File: src/rtl/bcd_serial_addsub.sv
// Digit-serial sign-magnitude BCD adder/subtractor: one digit per clock, LSB first.
// Latency: 1 (invalid), DIGITS+1, or 2*DIGITS+1 (ten's complement pass); start is ignored while busy.
module bcd_serial_addsub #(
    parameter int DIGITS = 3
) (
    input  logic                  clk,
    input  logic                  rst_n,
    input  logic                  start,
    input  logic                  sub,
    input  logic                  a_sign,
    input  logic [4*DIGITS-1:0]   a_mag,
    input  logic                  b_sign,
    input  logic [4*DIGITS-1:0]   b_mag,
    output logic                  busy,
    output logic                  done,
    output logic                  r_sign,
    output logic [4*DIGITS-1:0]   r_mag,
    output logic                  overflow,
    output logic                  invalid
);

    localparam int W  = 4 * DIGITS;
    localparam int CW = (DIGITS > 1) ? $clog2(DIGITS) : 1;

    typedef enum logic [2:0] {
        S_IDLE,
        S_CHECK,
        S_ADD,
        S_CMPL,
        S_DONE
    } state_t;

    state_t          r_state;
    logic [W-1:0]    r_a;
    logic [W-1:0]    r_b;
    logic [W-1:0]    r_acc;
    logic            r_asign;
    logic            r_eff_sub;
    logic            r_carry;
    logic [CW-1:0]   r_cnt;

    logic            w_bad;
    logic [3:0]      w_x;
    logic [3:0]      w_y;
    logic [4:0]      w_sum;
    logic            w_gt9;
    logic [3:0]      w_digit;
    logic [W+3:0]    w_shift;
    logic [W-1:0]    w_next_acc;
    logic            w_last;
    logic            w_to_cmpl;
    logic            w_fin_sign;
    logic            w_fin_ov;

    always_comb begin
        w_bad = 1'b0;
        for (int i = 0; i < DIGITS; i++) begin
            if (r_a[4*i +: 4] > 4'd9 || r_b[4*i +: 4] > 4'd9) begin
                w_bad = 1'b1;
            end
        end
    end

    // The same digit adder serves both passes: CMPL feeds (9-digit)+carry with a zero addend.
    always_comb begin
        w_x = r_a[3:0];
        w_y = r_eff_sub ? (4'd9 - r_b[3:0]) : r_b[3:0];
        if (r_state == S_CMPL) begin
            w_x = 4'd9 - r_acc[3:0];
            w_y = 4'd0;
        end
    end

    assign w_sum      = {1'b0, w_x} + {1'b0, w_y} + {4'b0000, r_carry};
    assign w_gt9      = (w_sum > 5'd9);
    assign w_digit    = w_gt9 ? (w_sum[3:0] + 4'd6) : w_sum[3:0];
    assign w_shift    = {w_digit, r_acc};
    assign w_next_acc = w_shift[W+3:4];
    assign w_last     = (r_cnt == CW'(DIGITS - 1));
    assign w_to_cmpl  = (r_state == S_ADD) && r_eff_sub && !w_gt9;
    assign w_fin_sign = (r_state == S_CMPL) ? ~r_asign : r_asign;
    assign w_fin_ov   = (r_state == S_ADD) && !r_eff_sub && w_gt9;

    always_ff @(posedge clk or negedge rst_n) begin
        if (!rst_n) begin
            r_state   <= S_IDLE;
            r_a       <= '0;
            r_b       <= '0;
            r_acc     <= '0;
            r_asign   <= 1'b0;
            r_eff_sub <= 1'b0;
            r_carry   <= 1'b0;
            r_cnt     <= '0;
            busy      <= 1'b0;
            done      <= 1'b0;
            r_sign    <= 1'b0;
            r_mag     <= '0;
            overflow  <= 1'b0;
            invalid   <= 1'b0;
        end else begin
            done <= 1'b0;
            case (r_state)
                S_IDLE: begin
                    if (start) begin
                        r_a       <= a_mag;
                        r_b       <= b_mag;
                        r_asign   <= a_sign;
                        r_eff_sub <= a_sign ^ b_sign ^ sub;
                        r_carry   <= a_sign ^ b_sign ^ sub;
                        r_cnt     <= '0;
                        busy      <= 1'b1;
                        r_state   <= S_CHECK;
                    end
                end
                S_CHECK: begin
                    if (w_bad) begin
                        r_state  <= S_DONE;
                        busy     <= 1'b0;
                        done     <= 1'b1;
                        invalid  <= 1'b1;
                        r_sign   <= 1'b0;
                        r_mag    <= '0;
                        overflow <= 1'b0;
                    end else begin
                        r_state <= S_ADD;
                    end
                end
                S_ADD, S_CMPL: begin
                    r_a     <= r_a >> 4;
                    r_b     <= r_b >> 4;
                    r_acc   <= w_next_acc;
                    r_carry <= w_gt9;
                    r_cnt   <= r_cnt + 1'b1;
                    if (w_last) begin
                        r_cnt <= '0;
                        if (w_to_cmpl) begin
                            r_state <= S_CMPL;
                            r_carry <= 1'b1;
                        end else begin
                            r_state  <= S_DONE;
                            busy     <= 1'b0;
                            done     <= 1'b1;
                            invalid  <= 1'b0;
                            r_mag    <= w_next_acc;
                            overflow <= w_fin_ov;
                            r_sign   <= (w_next_acc == '0) ? 1'b0 : w_fin_sign;
                        end
                    end
                end
                S_DONE: begin
                    r_state <= S_IDLE;
                end
                default: begin
                    r_state <= S_IDLE;
                end
            endcase
        end
    end

endmodule

File: config.mk
export PLATFORM = sky130hd
export DESIGN_NAME = bcd_serial_addsub
export DESIGN_NICKNAME = d
export VERILOG_FILES = /design/src/rtl/bcd_serial_addsub.sv
export SDC_FILE = /design/constraint.sdc
export NUM_CORES = 1
export LEC_CHECK = 0
export CAP_MARGIN = 20
export CORE_ASPECT_RATIO = 0.5
export CORE_MARGIN = 2
export CORE_UTILIZATION = 55
export DETAILED_ROUTE_END_ITERATION = 10
export DONT_BUFFER_PORTS = 1
export GPL_TIMING_DRIVEN = 0
export PLACE_DENSITY_LB_ADDON = 0.12
export SKIP_CTS_REPAIR_TIMING = 1
export SYNTH_ARGS = -nofsm -noshare
export SYNTH_HDL_FRONTEND = slang
export SYNTH_SLANG_ARGS = --single-unit
File: constraint.sdc
create_clock -name clk -period 5.93 [get_ports clk]
set_clock_uncertainty 0.15 [all_clocks]
set_input_delay 0.8895 -clock clk [delete_from_list [all_inputs] [get_ports clk]]
set_output_delay 0.8895 -clock clk [all_outputs]
set_load 0.01 [all_outputs]
==> results.md, run 1 <==
Synthesis:
- Summing every instance area after synthesis gives 3100 µm².
- The number of storage elements in the synthesis netlist is 61.
- The net count after synthesis is 361.
- Ranked by total cell area, the synthesized netlist is headed by dfrtp_1, nand2_1, a31oi_1, a21oi_1, nor2_1.
- The proportion of register bits with asynchronous set or reset after synthesis is 1.000.
- The synthesized netlist contains 44 unique library cells.
- The number of warnings reported in the yosys synthesis log is 0.
- The gate count after technology mapping is 322.
- The number of synthesized flops with an enable pin is 0.
- The main flop type after synthesis is dfrtp_1.
- The share of the synthesized area in the top cell type is 0.4923.
- The average footprint of a synthesized cell is 9.629 µm².
- Summed over all instances, the cell type with the most area after synthesis is dfrtp_1.
- For this run, the register share of the synthesized area comes to 0.4923.

Timing:
- Static timing analysis puts the maximum clock frequency at 198.4 MHz.
- The setup violation total in the final timing report is 0.
- Setup total negative slack on the finished layout was measured at 0 ns.
- Setup repair after global routing left no endpoint under its margin.
- The final-report max-slew violation count is 0.
- The post-route minimum period is 5.040 ns.
- At the pin with the least slew margin, the transition time is 0.7533 ns.
- Dividing the final minimum period by the clock period gives 0.8499.
- The number of hold violations in the final report is 0.
- The worst path setup slack after routing is 0.8903 ns.
- Headroom to the max-slew limit came out at 0.4965.

Drt:
- Using the TritonRoute via totals, the vias-per-cell ratio works out to 5.762.
- The final wirelength is 6858 µm.
- Once detail routing completed, the nets flagged for antenna violations numbered 0.
- The final routed wire length divided by cell count is 16.69 µm.
- The via count is 2,368.
- The detailed-routing iteration count for the pre-antenna-repair pass is 4.
- In the routed design, unresolved DRC markers number 0.
- The violation count after the first detailed-route iteration is 219.

Layout:
- Compared with the post-synthesis result, the final layout area differs by 13.96%.
- Summing all multi-input logic gate instances after layout gives 1458 µm².
- The storage element area is 1526 µm².
- The total inserted antenna cells is 0.
- The leading cell type in the layout, fill and taps excluded is nand2_1.
- The share of layout cells above drive strength 1 is 0.1006.
- Leaving out fill and tap cells, the most frequent cells in the layout are nand2_1, dfrtp_1, nor2_1.
- Counting the fill cells in the layout gives 450.
- The final layout contains 372 nets.

Run status:
- The flow ran to the end, and the final reports show no timing, DRC or antenna violations.

Power:
- Of the total power, the clock network draws 0.233.
- Of the total power, registers draw 0.281.
- The power density over the cells is 726.6 nW/µm².
- The switching component of the power is 0.001053 W.
- The total internal power is 0.001515 W.
- The highest ir drop seen on vdd is 350.2 µV.
- Of the total power, the share spent switching nets is 0.4100.
- The static leakage is 1.687 nW.
- The share of total power in combinational logic is 0.485.

Critical path:
- The launch instance of the worst register-to-register path is r_state[2]$_DFFE_PN0P_.
- STA classifies the critical path endpoint as a flip-flop.
- The cell class contributing the biggest share of worst-path delay is compound AO/OA/AOI/OAI gates.
- Among the stages of the critical path, the cell type that occurs most often is fa_1.
- The slowest cell on the critical path is a211oi_4.
- The start-to-end type of the worst setup path is flip-flop to flip-flop.
- At the worst endpoint, the required time is 5.99 ns.
- The type of element launching the critical path is a flip-flop.
- The critical path ends at r_mag[8]$_DFFE_PN0P_.
- The signal on the critical path passes through clkbuf_1 > nor2_1 > nand2_1 > a21oi_1 > fa_1 > inv_1 > fa_1 > xnor2_1 > ha_1 > a21boi_0 > nor4_4 > o211ai_2 > a211oi_4 > buf_8 > mux2_4.
- The critical path crosses 15 cells after its start point.
- The depth of the most critical reg-to-reg path is 15.
- For flop-to-flop paths, the worst setup slack is 0.89 ns.
- Of all nets on the critical path, the largest fanout is 10.
- The worst setup path startpoint is r_state[2]$_DFFE_PN0P_.
- For the worst setup path, the data arrival time is 5.10 ns.
- The number of buffers and inverters on the critical path is 3.
- In this run the critical register-to-register path is captured at r_mag[8]$_DFFE_PN0P_.
- The largest single stage delay on the critical path is 0.58 ns.

Clocking:
- The clock tree from TritonCTS is built.
- The clock insertion delay at the later pin of the skew report is 0.33 ns.
- The clock tree root buffer cell is clkbuf_16.
- The H-tree depth is 3.
- Counting along the longest clock path gives a buffer depth of 2.
- The clock drives 61 sinks.
- The total clock buffers created by CTS is 9.
- The clock transition at the register clock pins on the worst setup and hold paths after CTS is 0.05 ns.

Global routing:
- Global routing finished with a remaining overflow of 0.
- The first-pass GRT wire length is 11,660 µm.
- The number of global-route vias before repair is 2,388.
- The maximum number of pins on one net before global-route repair is 62.
- The number of antenna violations at the first check in global routing is 0.
- The overall fraction of global-route tracks in use is 0.2493.

Placed design:
- In this run the tool buffered the top-level ports with 0 buffer cells.
- The final RePlAce weighted congestion is 0.8360.
- Detailed placement finished with a half-perimeter wire length of 4976 µm.
- Before CTS, the worst setup slack after placement is 0.8277 ns.

Die:
- The total I/O pin count is 47.
- The die width is 110.2 µm.
- The initial core utilization is 0.5670.
- The die covers 6290 µm².
- Row generation in the floorplan step produced 19 rows.
- The placeable core region is 5468 µm².
- The die is 57.09 µm tall.

Hold path:
- The path class of the tightest hold or removal check is primary input to asynchronous set/reset pin.

Flow run:
- The max-cap violation count is 0.
[registers in the layout (all words and copies together), names as in the netlist, 2 cells and up]
name     count
r_mag       12
r_cnt        2
r_state      3
r_acc       12
r_a         12
r_b         12
[how the worst min path moves through the flow]
stage,start,end,slack (ns),cells past startpoint
floorplan,r_acc[1]$_DFFE_PN0N_,r_acc[1]$_DFFE_PN0N_,0.30,1
global placement,r_acc[2]$_DFFE_PN0N_,r_acc[2]$_DFFE_PN0N_,0.31,1
detailed placement,r_acc[2]$_DFFE_PN0N_,r_acc[2]$_DFFE_PN0N_,0.32,1
CTS,rst_n,r_acc[8]$_DFFE_PN0N_,0.09,0
global route,rst_n,r_acc[2]$_DFFE_PN0N_,0.09,0
finish,rst_n,r_cnt[1]$_DFFE_PN0P_,0.10,0
[layer usage]
metal | GRT usage | share of wire | vias to the layer above
met3 | 0.08800 | 0.078 | 15
met2 | 0.3593 | 0.42 | 70
met5 | 0 | 0 | -
met1 | 0.3440 | 0.48 | 1139
met4 | 0.1054 | 0.018 | 0
li1 | - | - | 1144
[power groups by stage]
stage	sequential [W]	clock [W]	combinational (W)
floorplan	0.000690	0	0.000982
global placement	0.000722	0	0.00116
detailed placement	0.000727	0	0.00124
CTS	0.000722	0.000608	0.00124
global route	0.000747	0.000628	0.00140
finish	0.000722	0.000599	0.00125
[kinds of logic (layout without fill, tap and decap cells)]
logic type / count (synthesis) / after routing / synth area share
buf+inv: 28 / 44 / 0.03753
mux: 15 / 15 / 0.05973
flops: 61 / 61 / 0.4923
compound gates: 76 / 76 / 0.1606
fa+ha+maj: 9 / 9 / 0.04116
simple gates: 126 / 126 / 0.1889
xor+xnor: 7 / 7 / 0.01977
[synth_stat cells, drive strengths merged, types with 2 or more instances]
| library cell | instances |
|---|---|
| a211oi | 3 |
| a21boi | 2 |
| a21o | 12 |
| a21oi | 19 |
| a31oi | 17 |
| and2 | 11 |
| and3 | 2 |
| buf | 3 |
| clkbuf | 14 |
| dfrtp | 61 |
| fa | 2 |
| ha | 7 |
| inv | 11 |
| mux2 | 13 |
| mux2i | 2 |
| nand2 | 67 |
| nand3 | 6 |
| nand3b | 2 |
| nor2 | 25 |
| nor2b | 2 |
| nor4 | 4 |
| o21ai | 12 |
| o31ai | 4 |
| o32ai | 2 |
| xnor2 | 4 |
| xor2 | 3 |
[area by class of cell]
cell class | count | share of cell area
tap | 73 | 0.02585
inverter | 11 | 0.01169
buffer | 17 | 0.02125
multi-input combinational | 233 | 0.4125
clock inverter | 4 | 0.02691
sequential | 61 | 0.4320
clock buffer | 12 | 0.06976
[per-stage QoR]
step           std cells  cell area (µm²)  hold slack [ns]  total power, W    util
2_1_floorplan        322             3100           0.2992        0.001672       -
3_3_place_gp         395             3192           0.3110        0.001882  0.5838
3_5_place_dp         395             3192           0.3198        0.001971  0.5838
4_1_cts              411             3533          0.09437        0.002571  0.6462
5_1_grt              411             3533          0.09255        0.002778  0.6462
6_report             411             3533           0.1042        0.002567  0.6462
No activity file was read; power rests on OpenSTA's default activity.
==> inputs of run 2 (changes only) <==
Clock period 5.93 ns to 4.6 ns, I/O delays scaled along.
==> results.md, run 2 (synthesized netlist as in run 1, its figures left out) <==
Run status:
- The flow ran to the end, and the final reports show no timing, DRC or antenna violations.

Placed design:
- The post-placement cell count is 395.
- The post-detailed-placement cell area is 3192 µm².
- The final RePlAce weighted congestion is 0.8360.
- Input and output buffers added on the ports amount to 0.
- Detailed placement finished with a half-perimeter wire length of 4976 µm.
- OpenSTA, run right after detailed placement, puts the worst setup slack at -0.5023 ns.

Critical path:
- The setup check on the worst reg-to-reg path leaves a slack of 0.29 ns.
- The signal on the critical path passes through inv_1 > nor2_4 > nand2_1 > a21oi_1 > fa_1 > inv_1 > fa_1 > xnor2_2 > ha_1 > a21boi_0 > nor4_4 > o211ai_2 > a211oi_4 > buf_12 > mux2_2.
- The largest incremental delay on the critical path is 0.45 ns.
- The start-to-end type of the worst setup path is flip-flop to flip-flop.
- For the worst setup path, the data required time is 4.66 ns.
- The depth of the most critical reg-to-reg path is 15.
- The endpoint identified for the worst register-to-register timing path is r_mag[5]$_DFFE_PN0P_.
- The worst setup path is captured at a flip-flop.
- The worst setup path is launched from a flip-flop.
- The worst register-to-register path begins at r_state[1]$_DFFE_PN0P_.
- The maximum net fanout on the critical path is 8.
- Data on the critical path arrives at its endpoint at 4.36 ns.
- The slowest cell on the critical path is dfrtp_1.

Clocking:
- The clock tree from TritonCTS is built.
- The clock tree root buffer cell is clkbuf_16.
- The number of clock sinks is 61.
- CTS built an H-tree with a depth of 3.
- The clock transition at the register clock pins on the worst setup and hold paths after CTS is 0.05 ns.
- The deepest clock path buffer count is 2.
- The clock insertion delay at the later pin of the skew report is 0.33 ns.
- The total clock buffers created by CTS is 9.

Drt:
- The via count normalized by instance count is 5.759.
- The final routed wire length divided by cell count is 16.83 µm.
- For this block, the routed nets add up to 6917 µm of wire.
- The detailed-routing iteration count for the pre-antenna-repair pass is 4.
- In this run, the number of DRC markers left after iteration 0 of detailed routing was 204.
- The number of design rule violations left after detail routing is 0.
- Summing over every cut layer, the via total after detailed routing is 2,367.
- The detail route stage leaves a number of antenna-violating nets equal to 0.

Power:
- The share of total power dissipated in the clock network is 0.229.
- The sequential fraction of design power is 0.282.
- For this design the ratio of total power to cell area is 937.5 nW/µm².
- For this design the static power due to leakage is 1.720 nW.
- The share of total power in combinational logic is 0.489.
- The switching component of the power is 0.001386 W.
- Of the total power, the share spent switching nets is 0.4103.
- IR analysis of the VDD net gives a maximum drop of 452.5 µV.
- The total internal power is 0.001993 W.

Die:
- The die width is 110.2 µm.
- The core region is 5468 µm².
- The initial utilization of the core area, before any placement, comes to 0.5670.
- The standard-cell row count is 19.
- The total I/O pin count is 47.
- The die extent in y is 57.09 µm.
- The full die area is 6290 µm².

Layout:
- After the flow finishes, the layout carries non-filler instances totaling 411.
- The library cell used most frequently in the layout, excluding fill and tap cells, is nand2_1.
- Summing all non-filler instances in the final layout gives an area of 3605 µm².
- Compared with the post-synthesis result, the final layout area differs by 16.26%.
- The share of layout cells above drive strength 1 is 0.1154.
- In the layout the commonest cells are nand2_1, dfrtp_1, nor2_1.
- The net count reported at finish is 372.
- 0 antenna diodes ended up in the layout.

Global routing:
- The overall fraction of global-route tracks in use is 0.2493.
- met2 is the most crowded layer.
- For met3 alone, demand over resource in global routing was 0.08800.
- The number of antenna violations at the first check in global routing is 0.
- The routing usage on met2 is 0.3593.
- The met1 layer usage reported by global route is 0.3440.
- The number of global-route vias before repair came to 2,388.
- Entering global routing, the biggest net connects 62 pins.
- The first global-routing pass estimated 11,660 µm of wire.
- The total grt overflow is 0.

Flow run:
- The tool flagged a number of max-cap violations equal to 0.

Timing:
- The number of hold violations in the final report came to 0.
- The setup violation total in the final timing report is 0.
- The smallest clock period supported by the final layout is computed as 4.306 ns.
- The worst pin sits at a relative slew slack of 0.4914.
- The final-report max-slew violation count is 0.
- Static timing analysis puts the maximum clock frequency at 232.2 MHz.
- In the finished design, the share of the clock period the worst path needs comes to 0.9361.
- The actual slew at the worst max-slew pin is 0.7610 ns.
- The worst path meets setup with 0.2938 ns of slack.

Hold path:
- The worst hold-check path type is primary input to asynchronous set/reset pin.
==> run 2: worst max path at each step <==
stage          cells past startpoint                    from                    to
2_1_floorplan                     15  r_state[2]$_DFFE_PN0P_  r_mag[0]$_DFFE_PN0P_
3_3_place_gp                      15  r_state[2]$_DFFE_PN0P_  r_mag[8]$_DFFE_PN0P_
3_5_place_dp                      15  r_state[2]$_DFFE_PN0P_  r_mag[2]$_DFFE_PN0P_
4_1_cts                           15  r_state[2]$_DFFE_PN0P_  r_mag[8]$_DFFE_PN0P_
5_1_grt                           15  r_state[1]$_DFFE_PN0P_  r_mag[7]$_DFFE_PN0P_
6_report                          15  r_state[1]$_DFFE_PN0P_  r_mag[5]$_DFFE_PN0P_
==> run 2: worst max-delay path: cells and delay by family, from the launching register on <==
| family | cells | cell delay [ns] |
|---|---|---|
| AND/OR/NAND/NOR | 3 | 0.69 |
| flip-flops | 1 | 0.45 |
| multiplexers | 1 | 0.33 |
| buffers and inverters | 3 | 0.38 |
| adder cells (fa/ha/maj) | 3 | 0.90 |
| AO/OA/AOI/OAI | 4 | 1.09 |
| XOR/XNOR | 1 | 0.20 |
==> run 2: layer usage <==
metal,routed length (µm),part of all wire,vias up
li1,-,-,1140
met1,3244,0.47,1144
met2,3005,0.43,67
met3,554,0.080,16
met4,112,0.016,0
met5,0,0,-
==> run 2: final cells by class <==
cell class,count,area (µm²)
repair buffers,3,67.56
inverters,11,41.29
fillers,443,1863
plain buffers,14,63.81
well taps,73,91.34
flip-flops and latches,61,1526
clock inverters,4,95.09
multi-input cells,233,1473
clock buffers,12,246.5
==> run 2: stage by stage <==
step	setup TNS, ns	total power [W]	utilization	hold slack, ns
after floorplan	0	0.002156	-	0.2444
after global placement	-2.528	0.002426	0.5838	0.2455
after detailed placement	-6.428	0.002541	0.5838	0.2456
after CTS	-6.085	0.003314	0.6462	-0.1051
after global routing	-0.01678	0.003659	0.6593	0.1027
final	0	0.003380	0.6593	0.08404
==> run 2: power by group through the flow <==
| stage | logic [W] | clock network (W) | registers [W] |
|---|---|---|---|
| after global placement | 0.00150 | 0 | 0.000930 |
| after CTS | 0.00160 | 0.000784 | 0.000931 |
| final | 0.00165 | 0.000772 | 0.000953 |
| after floorplan | 0.00127 | 0 | 0.000890 |
| after detailed placement | 0.00160 | 0 | 0.000938 |
| after global routing | 0.00186 | 0.000810 | 0.000986 |
==> inputs of run 3 (changes only) <==
Settings changed: ABC_AREA from default to 1.
==> results.md, run 3 <==
Run status:
- The run finished with clean final reports.

Timing:
- In the finished design, the share of the clock period the worst path needs comes to 0.8125.
- Setup violations remaining at the end of the flow were counted as 0.
- The max-slew headroom at the worst pin is 0.6418.
- The actual slew at the worst max-slew pin is 0.5373 ns.
- The worst hold margin is 0.06294 ns.
- The final-report max-slew violation count is 0.
- Setup repair after global routing left no endpoint under its margin.
- Counting I/O delays and the setup requirement, the final critical path takes 3.738 ns.
- The setup TNS is 0 ns.
- The number of hold violations in the final report is 0.
- The fmax is 267.5 MHz.

Flow run:
- The max-cap violation count is 0.

Global routing:
- For this run the aggregate overflow at the end of global routing stands at 0.
- The number of antenna violations at the first check in global routing was 0.
- The number of global-route vias before repair is 2,434.
- For this run, the total global-route usage over all layers was measured as 0.2446.
- The first-pass GRT wire length is 11,700 µm.
- The maximum number of pins on one net before global-route repair is 62.

Drt:
- Before antenna repair, the detailed router went through 5 iterations.
- Detailed routing inserted a total of 2,481 vias.
- In this run, the number of DRC markers left after iteration 0 of detailed routing was 151.
- The final routed wire length divided by cell count is 15.42 µm.
- The number of nets with antenna violations after detailed routing is 0.
- The final wirelength is 6956 µm.
- After detailed routing, the number of vias per cell comes to 5.501.
- After detailed routing, the number of remaining DRC violations is 0.

Critical path:
- The type of element launching the critical path is a flip-flop.
- Of all nets on the critical path, the largest fanout is 10.
- The type of destination of the critical path is a flip-flop.
- The slowest cell on the critical path is dfrtp_1.
- Walking the worst path, the cells encountered are inv_1 > nand2_1 > nor2_1 > inv_1 > o21ai_0 > fa_1 > inv_1 > fa_1 > inv_1 > nand2_1 > nand2_1 > inv_1 > ha_1 > nand2_1 > nand2_1 > inv_1 > nand2_2 > nand2_4 > inv_4 > nand2_4 > nand3_4 > buf_6 > nand2_1 > o21ai_2.
- At the worst endpoint, the required time is 4.67 ns.
- For the worst setup path, the data arrival time is 3.80 ns.
- On the worst path, the slowest cell contributes a delay of 0.45 ns.
- The start-to-end type of the worst setup path is flip-flop to flip-flop.

Layout:
- After filler insertion, the fill cell instance count of the layout stands at 503.
- For this run, the post-layout net count is 413.
- The total inserted antenna cells is 0.
- The layout-stage area growth over the synthesis result is 12.59%.
- The utilization after layout is 0.6452.
- In the final layout, the share of cells above drive strength 1 is 0.1508.
- The finished cells cover 3558 µm².
- Leaving out fill and tap cells, the most frequent cell in the layout is nand2_1.
- The post-layout instance count excluding filler cells is 451.
- In the layout the commonest cells are nand2_1, dfrtp_1, inv_1.

Synthesis:
- Yosys printed 0 warnings.
- The number of nets in the synthesized netlist is 401.
- Ranked by total cell area, the synthesized netlist is headed by dfrtp_1, nand2_1, inv_1, o21ai_0, o21ai_2.
- The average footprint of a synthesized cell is 8.731 µm².
- Sorting the synthesized cells by how often they occur yields nand2_1, dfrtp_1, inv_1.
- The main flop type after synthesis is dfrtp_1.
- Synthesis inferred 61 register bits.
- Summed over all instances, the cell type with the most area after synthesis is dfrtp_1.
- The number of synthesized flops with an enable pin is 0.
- Yosys mapped the design onto 39 distinct sky130hd cell types.
- The share of the yosys chip area belonging to registers is 0.4830.
- nand2_1 is the most common cell in the netlist.
- For this run, asynchronously set or reset flops after synthesis account for 1.000.
- The share of the synthesized area in the top cell type is 0.4830.
- The synthesized netlist occupies a cell area of 3161 µm².
- The cell count after synthesis came out at 362.

Power:
- The total internal power is 0.001801 W.
- The power density over the cells is 942.3 nW/µm².
- The switching component of the power is 0.001552 W.
- The highest ir drop seen on vdd is 499.6 µV.
- The switching part of the total power is 0.4629.
- The portion of total power attributed to the clock network is 0.186.
- Of the total power, combinational logic draws 0.542.
- In this run the static leakage power is 1.762 nW.
- The sequential fraction of design power is 0.272.

Die:
- The floorplan step set the die height to 57.60 µm.
- The total I/O pin count is 47.
- The core region is 5515 µm².
- The standard-cell row count is 19.
- The die width is 111.2 µm.
- The initial core utilization is 0.5730.
- The full die area is 6405 µm².

Placed design:
- The final RePlAce weighted congestion is 0.9007.
- The count of buffers added on input and output ports is 0.
- The post-placement cell count is 435.
- Summed over all nets, the half-perimeter wirelength after detailed placement is 5148 µm.
- The placed instances occupy a cell area of 3252 µm².

Clocking:
- The clock transition at the register clock pins on the worst setup and hold paths after CTS is 0.05 ns.
- The H-tree depth is 3.
- The deepest clock path buffer count is 2.
- TritonCTS built the clock tree.
- At the later pin of the worst-skew pair, clock insertion delay measures 0.33 ns.
- Buffers inserted during clock tree synthesis total 9.
- The number of clock sinks is 61.
- The clock tree root buffer cell is clkbuf_16.

Hold path:
- The worst hold-check path type is primary input to asynchronous set/reset pin.
==> run 3: changes by cell type in the layout (fill, tap and decap cells not counted), moves of 10 or more <==
| cell | before | now |
|---|---|---|
| inv_1 | 11 | 49 |
| a31oi_1 | 17 | 0 |
| nand2_1 | 67 | 82 |
| nor3_1 | 1 | 16 |
| o21ai_0 | 12 | 27 |
| o21ai_2 | 0 | 13 |
| a21oi_1 | 19 | 7 |
| a221oi_1 | 0 | 12 |
| a21o_1 | 12 | 1 |
| nand3_1 | 6 | 17 |
| and2_1 | 10 | 0 |
| clkbuf_1 | 14 | 4 |
| nor2_1 | 24 | 14 |
==> run 3: power by group through the flow <==
| stage | clock [W] | sequential (W) | combinational (W) |
|---|---|---|---|
| finish | 0.000623 | 0.000911 | 0.00182 |
| global placement | 0 | 0.000910 | 0.00172 |
| global route | 0.000663 | 0.000938 | 0.00205 |
| CTS | 0.000635 | 0.000910 | 0.00181 |
| floorplan | 0 | 0.000884 | 0.00145 |
| detailed placement | 0 | 0.000915 | 0.00180 |
==> run 3: final timing paths <==
| path | from | endpoint | slack (ns) | cells after the start |
|---|---|---|---|---|
| min in group clk | a_sign | r_asign$_DFFE_PN0P_ | 0.33 | 2 |
| max in group asynchronous | rst_n | r_state[2]$_DFFE_PN0P_ | 3.96 | 1 |
| setup reg to reg | r_state[2]$_DFFE_PN0P_ | r_mag[0]$_DFFE_PN0P_ | 0.86 | 24 |
| setup / recovery | r_state[2]$_DFFE_PN0P_ | r_mag[0]$_DFFE_PN0P_ | 0.86 | 24 |
| hold reg to reg | r_cnt[1]$_DFFE_PN0P_ | r_cnt[0]$_DFFE_PN0P_ | 0.34 | 1 |
| hold / removal | rst_n | r_mag[2]$_DFFE_PN0P_ | 0.06 | 1 |
==> run 3: per-layer routing <==
metal / vias to the layer above / track usage / share of wire
li1: 1213 / - / -
met1: 1189 / 0.3113 / 0.47
met2: 66 / 0.3737 / 0.44
met3: 13 / 0.1137 / 0.073
met4: 0 / 0.08818 / 0.018
met5: - / 0 / 0
==> run 3: critical path, delay by kind of cell, from the launching register on <==
family                     cells  cell delay (ns)
and+or+nand+nor               11             1.20
adders and majority gates      3             0.88
DFF                            1             0.45
AOI/OAI and AO/OA              2             0.20
buffers and inverters          8             0.75
==> run 3: cells by family after synthesis <==
family / after synthesis / synth area share
adders and majority gates: 9 / 0.04038
and+or+nand+nor: 146 / 0.2169
xor gates and xnor gates: 3 / 0.008315
DFF: 61 / 0.4830
buffers and inverters: 69 / 0.09264
AOI/OAI and AO/OA: 74 / 0.1588
==> run 3: per-stage QoR <==
step	setup WS, ns	total power, W
2_1_floorplan	1.284	0.002332
3_3_place_gp	0.9569	0.002628
3_5_place_dp	0.8665	0.002713
4_1_cts	0.8393	0.003350
5_1_grt	0.4914	0.003654
6_report	0.8623	0.003353
==> run 3: final cells by class <==
| type | instances | area [µm²] | area share |
|---|---|---|---|
| clock buffers | 14 | 274.0 | 0.07700 |
| multi-input cells | 232 | 1341 | 0.3769 |
| well taps | 73 | 91.34 | 0.02567 |
| repair buffers | 1 | 27.53 | 0.007736 |
| inverters | 55 | 209.0 | 0.05872 |
| plain buffers | 14 | 83.83 | 0.02356 |
| clock inverters | 1 | 5.005 | 0.001406 |
| flip-flops and latches | 61 | 1526 | 0.4290 |
